===== src/rtl/fb_scanout.sv =====
// fb_scanout: framebuffer scan-out stage.
// Prefetches 32-bit framebuffer words from dp_ram port B into a small FIFO and
// hands them to the VGA timing logic one RGB332 byte per qualified pixel request.
// The read pipeline is two stages deep: the address sits on addr_r for one cycle
// (rd_vld_q), then the RAM data sits on din for one cycle (din_vld_q) and is
// written into the FIFO at the end of that cycle.
module fb_scanout #(
    parameter int H_ACTIVE   = 640,
    parameter int V_ACTIVE   = 480,
    parameter int ADDR_W     = 19,
    parameter int BASE_ADDR  = 0,
    parameter int FIFO_DEPTH = 4
) (
    input  logic              clk,
    input  logic              reset,
    input  logic              pix_en,
    input  logic              frame_start,
    input  logic              pix_req,
    output logic [ADDR_W-1:0] addr_r,
    input  logic [31:0]       din,
    output logic [7:0]        rgb,
    output logic              underrun,
    output logic              frame_done
);

    localparam int WORDS = (H_ACTIVE * V_ACTIVE) / 4;
    localparam int IDX_W = (WORDS > 1) ? $clog2(WORDS) : 1;
    localparam int PTR_W = (FIFO_DEPTH > 1) ? $clog2(FIFO_DEPTH) : 1;
    localparam int CNT_W = PTR_W + 1;
    localparam int OCC_W = CNT_W + 1;

    localparam logic [IDX_W-1:0]  LAST_IDX = IDX_W'(WORDS - 1);
    localparam logic [ADDR_W-1:0] BASE     = ADDR_W'(BASE_ADDR);
    localparam logic [OCC_W-1:0]  DEPTH_C  = OCC_W'(FIFO_DEPTH);

    localparam logic [1:0] S_IDLE  = 2'd0;
    localparam logic [1:0] S_FETCH = 2'd1;
    localparam logic [1:0] S_DONE  = 2'd2;

    logic [1:0]        state_q,      state_d;
    logic [ADDR_W-1:0] addr_r_q,     addr_r_d;
    logic [IDX_W-1:0]  word_idx_q,   word_idx_d;
    logic              rd_vld_q,     rd_vld_d;
    logic              din_vld_q,    din_vld_d;
    logic [1:0]        byte_sel_q,   byte_sel_d;
    logic [7:0]        rgb_q,        rgb_d;
    logic              underrun_q,   underrun_d;
    logic              frame_done_q, frame_done_d;
    logic [31:0]       fifo_mem_q [FIFO_DEPTH];
    logic [31:0]       fifo_mem_d [FIFO_DEPTH];
    logic [PTR_W-1:0]  rd_ptr_q,     rd_ptr_d;
    logic [PTR_W-1:0]  wr_ptr_q,     wr_ptr_d;
    logic [CNT_W-1:0]  count_q,      count_d;

    logic [1:0]        in_flight_s;
    logic [OCC_W-1:0]  occupancy_s;
    logic              fifo_empty_s;
    logic [31:0]       head_word_s;
    logic [7:0]        head_byte_s;
    logic              push_s;
    logic              pop_s;

    // Reads still travelling through the RAM pipeline count against FIFO space,
    // so a word is only requested when a slot is guaranteed on arrival.
    always_comb begin
        in_flight_s  = {1'b0, rd_vld_q} + {1'b0, din_vld_q};
        occupancy_s  = OCC_W'(count_q) + OCC_W'(in_flight_s);
        fifo_empty_s = (count_q == CNT_W'(0));
    end

    // Select the current byte of the FIFO head word, lowest byte first.
    always_comb begin
        head_word_s = fifo_mem_q[rd_ptr_q];
        case (byte_sel_q)
            2'd0:    head_byte_s = head_word_s[7:0];
            2'd1:    head_byte_s = head_word_s[15:8];
            2'd2:    head_byte_s = head_word_s[23:16];
            2'd3:    head_byte_s = head_word_s[31:24];
            default: head_byte_s = 8'd0;
        endcase
    end

    // Next-state logic: fetch FSM, read pipeline, pixel unpacking and FIFO pointers.
    always_comb begin
        state_d      = state_q;
        addr_r_d     = addr_r_q;
        word_idx_d   = word_idx_q;
        rd_vld_d     = rd_vld_q;
        din_vld_d    = din_vld_q;
        byte_sel_d   = byte_sel_q;
        rgb_d        = rgb_q;
        underrun_d   = underrun_q;
        frame_done_d = 1'b0;
        fifo_mem_d   = fifo_mem_q;
        rd_ptr_d     = rd_ptr_q;
        wr_ptr_d     = wr_ptr_q;
        count_d      = count_q;
        push_s       = 1'b0;
        pop_s        = 1'b0;

        if (frame_start) begin
            // Restart: flush FIFO, drop anything in the RAM pipeline, ignore any pop.
            state_d    = S_FETCH;
            word_idx_d = '0;
            rd_vld_d   = 1'b0;
            din_vld_d  = 1'b0;
            byte_sel_d = 2'd0;
            rd_ptr_d   = '0;
            wr_ptr_d   = '0;
            count_d    = '0;
        end else begin
            push_s    = din_vld_q;
            din_vld_d = rd_vld_q;
            rd_vld_d  = 1'b0;

            case (state_q)
                S_IDLE: begin
                    state_d = S_IDLE;
                end
                S_FETCH: begin
                    if (occupancy_s < DEPTH_C) begin
                        addr_r_d   = BASE + ADDR_W'(word_idx_q);
                        rd_vld_d   = 1'b1;
                        word_idx_d = word_idx_q + IDX_W'(1);
                        if (word_idx_q == LAST_IDX) begin
                            state_d = S_DONE;
                        end else begin
                            state_d = S_FETCH;
                        end
                    end else begin
                        state_d = S_FETCH;
                    end
                end
                S_DONE: begin
                    // Address stage empty means the last word is on din and lands now.
                    if (!rd_vld_q) begin
                        frame_done_d = 1'b1;
                        state_d      = S_IDLE;
                    end else begin
                        state_d = S_DONE;
                    end
                end
                default: begin
                    state_d = S_IDLE;
                end
            endcase

            if (pix_en) begin
                if (pix_req) begin
                    if (fifo_empty_s) begin
                        rgb_d      = 8'd0;
                        underrun_d = 1'b1;
                    end else begin
                        rgb_d      = head_byte_s;
                        byte_sel_d = byte_sel_q + 2'd1;
                        pop_s      = (byte_sel_q == 2'd3);
                    end
                end else begin
                    rgb_d = 8'd0;
                end
            end else begin
                rgb_d = rgb_q;
            end

            if (push_s) begin
                fifo_mem_d[wr_ptr_q] = din;
                wr_ptr_d             = wr_ptr_q + PTR_W'(1);
            end else begin
                wr_ptr_d = wr_ptr_q;
            end

            if (pop_s) begin
                rd_ptr_d = rd_ptr_q + PTR_W'(1);
            end else begin
                rd_ptr_d = rd_ptr_q;
            end

            case ({push_s, pop_s})
                2'b10:   count_d = count_q + CNT_W'(1);
                2'b01:   count_d = count_q - CNT_W'(1);
                default: count_d = count_q;
            endcase
        end
    end

    // State registers with synchronous active-low reset taking priority over all.
    always_ff @(posedge clk) begin
        if (!reset) begin
            state_q      <= S_IDLE;
            addr_r_q     <= BASE;
            word_idx_q   <= '0;
            rd_vld_q     <= 1'b0;
            din_vld_q    <= 1'b0;
            byte_sel_q   <= 2'd0;
            rgb_q        <= 8'd0;
            underrun_q   <= 1'b0;
            frame_done_q <= 1'b0;
            fifo_mem_q   <= '{default: 32'd0};
            rd_ptr_q     <= '0;
            wr_ptr_q     <= '0;
            count_q      <= '0;
        end else begin
            state_q      <= state_d;
            addr_r_q     <= addr_r_d;
            word_idx_q   <= word_idx_d;
            rd_vld_q     <= rd_vld_d;
            din_vld_q    <= din_vld_d;
            byte_sel_q   <= byte_sel_d;
            rgb_q        <= rgb_d;
            underrun_q   <= underrun_d;
            frame_done_q <= frame_done_d;
            fifo_mem_q   <= fifo_mem_d;
            rd_ptr_q     <= rd_ptr_d;
            wr_ptr_q     <= wr_ptr_d;
            count_q      <= count_d;
        end
    end

    assign addr_r     = addr_r_q;
    assign rgb        = rgb_q;
    assign underrun   = underrun_q;
    assign frame_done = frame_done_q;

endmodule

===== config.mk =====
export PLATFORM = sky130hd
export DESIGN_NAME = fb_scanout
export DESIGN_NICKNAME = d
export VERILOG_FILES = /design/src/rtl/fb_scanout.sv
export SDC_FILE = /design/constraint.sdc
export NUM_CORES = 1
export LEC_CHECK = 0
export CAP_MARGIN = 20
export CORE_ASPECT_RATIO = 0.5
export CORE_MARGIN = 5
export CORE_UTILIZATION = 63
export DETAILED_ROUTE_END_ITERATION = 8
export GPL_TIMING_DRIVEN = 0
export PLACE_DENSITY_LB_ADDON = 0.2
export REMOVE_ABC_BUFFERS = 1
export SYNTH_ARGS = -nofsm -noshare
export SYNTH_HDL_FRONTEND = slang
export SYNTH_SLANG_ARGS = --single-unit

===== constraint.sdc =====
create_clock -name clk -period 4.11 [get_ports clk]
set_input_delay 0.822 -clock clk [delete_from_list [all_inputs] [get_ports clk]]
set_output_delay 0.822 -clock clk [all_outputs]
set_load 0.02 [all_outputs]

Word-level counts from Yosys, hierarchy flattened
Index checks and enable logic that the tools add are counted.

Bits in registers: 185. Output and inout port bits: 29. Logic and storage cells: 78.

Reduce and logical (&&, ||, !) cells: 13. Muxes and demuxes: 21. Add/subtract/negate cells: 8. Order comparisons: 4. Equality and inequality tests: 8. Bitwise operators: 7.

Operators with widths (number): $bwmux W128 (1); $mux W32 (3); $bmux W32 S2 (1); $demux W32 S2 (1); $pmux W8 S4 (1); $add A17 B1 Y17 const B (1); $eq A17 B17 Y1 const B (1); $mux W8 (2); $eq A2 B2 Y1 const B (4); $mux W1 (7); $add A2 B1 Y2 const B (3); $eq A2 B1 Y1 const B (3); $ge A3 B3 Y1 const B (2); $mux W2 (3); $not A2 Y3 (2); $pmux W3 S2 (1); $reduce_and A2 Y1 (3); $reduce_and A3 Y1 (2); $reduce_or A3 Y1 (2); $not A1 Y1 (5); $add A3 B2 Y4 (1); $lt A4 B3 Y1 const B (1); $pmux W2 S2 (1); $reduce_and A4 Y1 (1); other kinds (9) (9).

Logic depth before layout (Yosys ltp)
Depth after elaboration: 7. Gate-level depth with buffers: 9.

Least setup slack after synthesis
OpenSTA, ideal clock, no wires.

Kind: in2reg. Start point: input port pix_req. End point: register count_q[2]. Required time: 4.040 ns. Path slack: 1.710 ns. Setup time: 0.070 ns. Cell stages on the path: 8. Arrival time: 2.330 ns. Path buffers: 0. Cell sequence: o311a_1 -> and2_1 -> ha_1 -> inv_1 -> fa_1 -> xor2_1 -> or3_1 -> a21oi_1.

Cells in the longest elaborated chain, start to end: 5. Elaborated cells between the ends (all ways): 7. Classes of those cells: 2 x eq/ne; 4 x mux; 1 x reduce/logical.

RTL lines: start: declaration (line 18) `input logic pix_req,`; $mux W1 (*) (line 149) `if (pix_req) begin`; $mux W1 (*) (line 148) `if (pix_en) begin`; $mux W1 (*) (line 101) `if (frame_start) begin`; $eq A2 B1 Y1 or $eq A2 B2 Y1 (tied branches) (line 178) `case ({push_s, pop_s})`; $pmux W3 S2 or $reduce_bool A2 Y1 (tied branches); end signal: assignment (line 215) `count_q <= count_d;`; end: declaration (line 53) `logic [CNT_W-1:0] count_q, count_d;`.

Mark *: on every way between the ends. The rest lies on a longest branch, timed or not. The select of a mux whose other input is x is not followed. A chain may end at the register's enable or synchronous reset.

==> summary.txt <==
Worst setup path
  • Setup CP Type: input port to flip-flop
  • CP max FO: 86
  • CP top delay family: simple AND/OR/NAND/NOR gates
  • WP data arrival: 3260 ps
  • Reg-to-reg startpoint: count_q[2]$_SDFFE_PP0P_
  • Reg-to-reg critical path endpoint: count_q[2]$_SDFFE_PP0P_
  • Worst path depth: 5
  • R2R depth: 8
  • Beginning of the critical path: reset
  • Worst Path Required: about 4500 ps
  • Worst setup EP type: flip-flop
  • CP max-delay cell: nand2b_1
  • CP peak stage delay: 750 ps
  • Crit path buf inv count: 1
  • Setup crit end: rgb[3]$_SDFFE_PN0P_
  • CP Launch Type: input port
  • CP Cell Sequence: buf_4 -> nand2b_1 -> nor2_1 -> o21ai_0 -> o21ai_0
  • Worst R2R Setup Slack: around 1600 ps
  • Cell mode on critical path: o21ai_0

Die
  • # rows: 29
  • Initial core utilization: 64.87%
  • Core area: 12,740 um^2
  • Die Ht: 90.98 um
  • Die area: 15,640 um^2
  • IO Count: 66
  • Die Span X: 172.0 um

Place
  • Setup WS pre-CTS: 815.5 ps
  • DP HPWL: between 10,000 and 15,000 um
  • Gpl congestion: 0.8145
  • Port Buffer Count: 63

Finish
  • Layout cells sized above 1: 5.709%
  • Area growth, synth to finish: 16.13%
  • ANT cells: 0
  • Fill cells: 911
  • Multi-input gate area: 4209 um^2
  • Nets: 1,054
  • Register area: 3707 um^2

Global route
  • GR Overflow Total: 0
  • First-pass GRT wire length: 33,290 um
  • Number of global-route vias before repair: 6,787
  • Tot GR Track Use: 26.28%
  • Largest net degree at the start of global routing: 87
  • Antenna violations before repair: 0

Detailed routing
  • Final WL: ~20,000 um
  • Drt pass-1 iters: 7
  • Initial drt markers: 655
  • Vias per std cell: 5.828
  • DRC: 0
  • DR WL/cell: about 17 um
  • Vias: 6,912
  • Antenna Nets Post-Route: 0

Synthesis
  • Ys async rst share: 0%
  • Primary FF master, synth: dfxtp_1
  • Synth Instances: 979
  • Syn Area/Cell: 8.439 um^2
  • Post-synth EDFFs: 0
  • Synth warn: 0
  • Yosys reg bits: 185
  • Sequential area share after synthesis: ~45%
  • Synth cell types: 44
  • Netlist Area Pre-Place: just over 8000 um^2

Job
  • Maximum Capacitance Violations: 0

CTS
  • # Post-CTS Setup Buffers: 0
  • Post-CTS Resized: 0
  • Clk pin slew, worst setup/hold paths: ~70 ps
  • Clock sinks: between 150 and 200
  • Latest clock arrival within the worst-skew pair: ~430 ps
  • Inserted Clock Buffers: 17
  • Clock root buffer: clkbuf_16
  • Clock Path Buffers: 2
  • Hold_buf cts: 0
  • Htree depth: 4
  • CTS tree: built

STA
  • Clock Skew: ~9 ps
  • Pins Over Slew Limit: 0
  • # setup viols final: 0
  • Worst Max-Slew Pin Slew: just over 1000 ps
  • Slew Limit Headroom: 31.56%
  • Final Cycle Share: 70.60%
  • RSZ-0062 raised after global routing: no
  • Final setup margin: 1209 ps
  • Final Hold Vio Count: 0
  • Max Clk Rate: 344.7 MHz
  • Min Tclk post-route: 2901 ps

Power and ir drop
  • Total power: 3.540 mW
  • Peak supply drop: 0.2740 mV
  • Pleak: 2.929 nW
  • Cell Pwr Density: 369.0 nW/um^2

Run status
  • Outcome: finished, final reports clean

Worst hold path
  • Worst hold stages: 2
  • Worst hold path class: flip-flop to flip-flop
registers in the layout (all words and copies together), names as in the netlist, 2 cells and up:
name        flops
rd_ptr_q        2
count_q         3
fifo_mem_q    128
word_idx_q     17
rgb             8
byte_sel_q      2
addr_r         17
state_q         2
wr_ptr_q        2
layer usage:
metal  vias up  GRT usage, %  part of all wire, %
li1       3362             -                    -
met1      3265         35.80                   44
met2       254         42.18                   47
met3        31         5.293                  7.4
met4         0         8.633                  1.3
met5         -             0                    0
tightest hold or removal path, stage by stage, from the launching register on:
cell	delay, ps
dfxtp_1	310
nand2_1	50
o21ai_0	60
layout make-up:
type,count,area share [%]
clock inverters,14,1.461
multi-input cells,711,43.87
repair buffers,73,8.646
inverters,15,0.5869
well taps,170,2.217
clock buffers,18,4.577
flip-flops and latches,185,38.64
metrics by stage:
step / cell area (um^2) / utilization [%] / TNS (ps) / instances / hold slack (ps)
final: 9594 / 75.33 / 0 / 1186 / 461.9
after detailed placement: 9007 / 70.72 / 0 / 1153 / 448.2
after CTS: 9587 / 75.27 / 0 / 1185 / 463.8
after global routing: 9594 / 75.33 / 0 / 1186 / 480.3
after global placement: 8810 / 69.17 / -254570 / 1144 / 446.2
after floorplan: 7966 / - / 0 / 911 / 425.6
worst min-delay path by stage:
stage	endpoint	start	slack [ps]
4_1_cts	addr_r[4]$_SDFFE_PN0P_	addr_r[4]$_SDFFE_PN0P_	460
3_3_place_gp	addr_r[10]$_SDFFE_PN0P_	addr_r[10]$_SDFFE_PN0P_	450
3_5_place_dp	addr_r[9]$_SDFFE_PN0P_	addr_r[9]$_SDFFE_PN0P_	450
2_1_floorplan	frame_done$_SDFF_PP0_	rd_vld_q$_SDFF_PP0_	430
6_report	addr_r[4]$_SDFFE_PN0P_	addr_r[4]$_SDFFE_PN0P_	460
5_1_grt	addr_r[0]$_SDFFE_PN0P_	addr_r[0]$_SDFFE_PN0P_	480
Yosys cell counts, drive strengths merged (13+ instances only):
cell	number	area share, %
nand2	303	14
dfxtp	185	45
a21boi	129	12
mux2i	52	6.3
o21ai	44	2.7
clkbuf	43	2.0
nand3	28	1.7
buf	26	1.7
nor2	24	1.1
o22ai	16	1.2
inv	15	0.68
a21oi	14	0.85
ha	13	2.0
cell families (layout without fill, tap and decap cells):
logic type      after synthesis  count (layout)  synth area share (%)
compound gates              224             224                 18.98
xor+xnor                      9               9                0.9542
fa+ha+maj                    14              14                 2.211
buf+inv                      84             120                 4.301
flops                       185             185                 44.83
mux                          60              60                 8.481
other cells                   1               2               0.04539
simple gates                402             402                 20.20
power breakdown:
group	switching [mW]	leakage, nW	total, mW	internal (mW)
sequential	0.00316	1.49	1.80	1.79
combinational	0.0668	1.16	0.127	0.0603
clock	0.748	0.273	1.62	0.867
total	0.818	2.93	3.54	2.72
cell usage in the layout (no fill, tap or decap), types with 4 or more instances in the layout:
cell / synthesis / layout
a21boi_0: 129 / 129
a21oi_1: 14 / 14
and2_1: 8 / 6
buf_16: 0 / 5
clkbuf_16: 0 / 17
clkdlybuf4s50_1: 0 / 62
clkinvlp_4: 0 / 4
dfxtp_1: 185 / 184
ha_1: 13 / 13
inv_1: 15 / 15
mux2i_1: 52 / 52
mux4_2: 8 / 8
nand2_1: 303 / 303
nand2b_1: 6 / 6
nand3_1: 28 / 28
nand4_1: 4 / 4
nor2_1: 24 / 24
nor3_1: 4 / 4
nor4_1: 8 / 8
o21ai_0: 44 / 44
o22ai_1: 16 / 16
o31ai_1: 7 / 7
or4_1: 8 / 8
xnor2_1: 6 / 6
No activity file was read; power rests on OpenSTA's default activity.
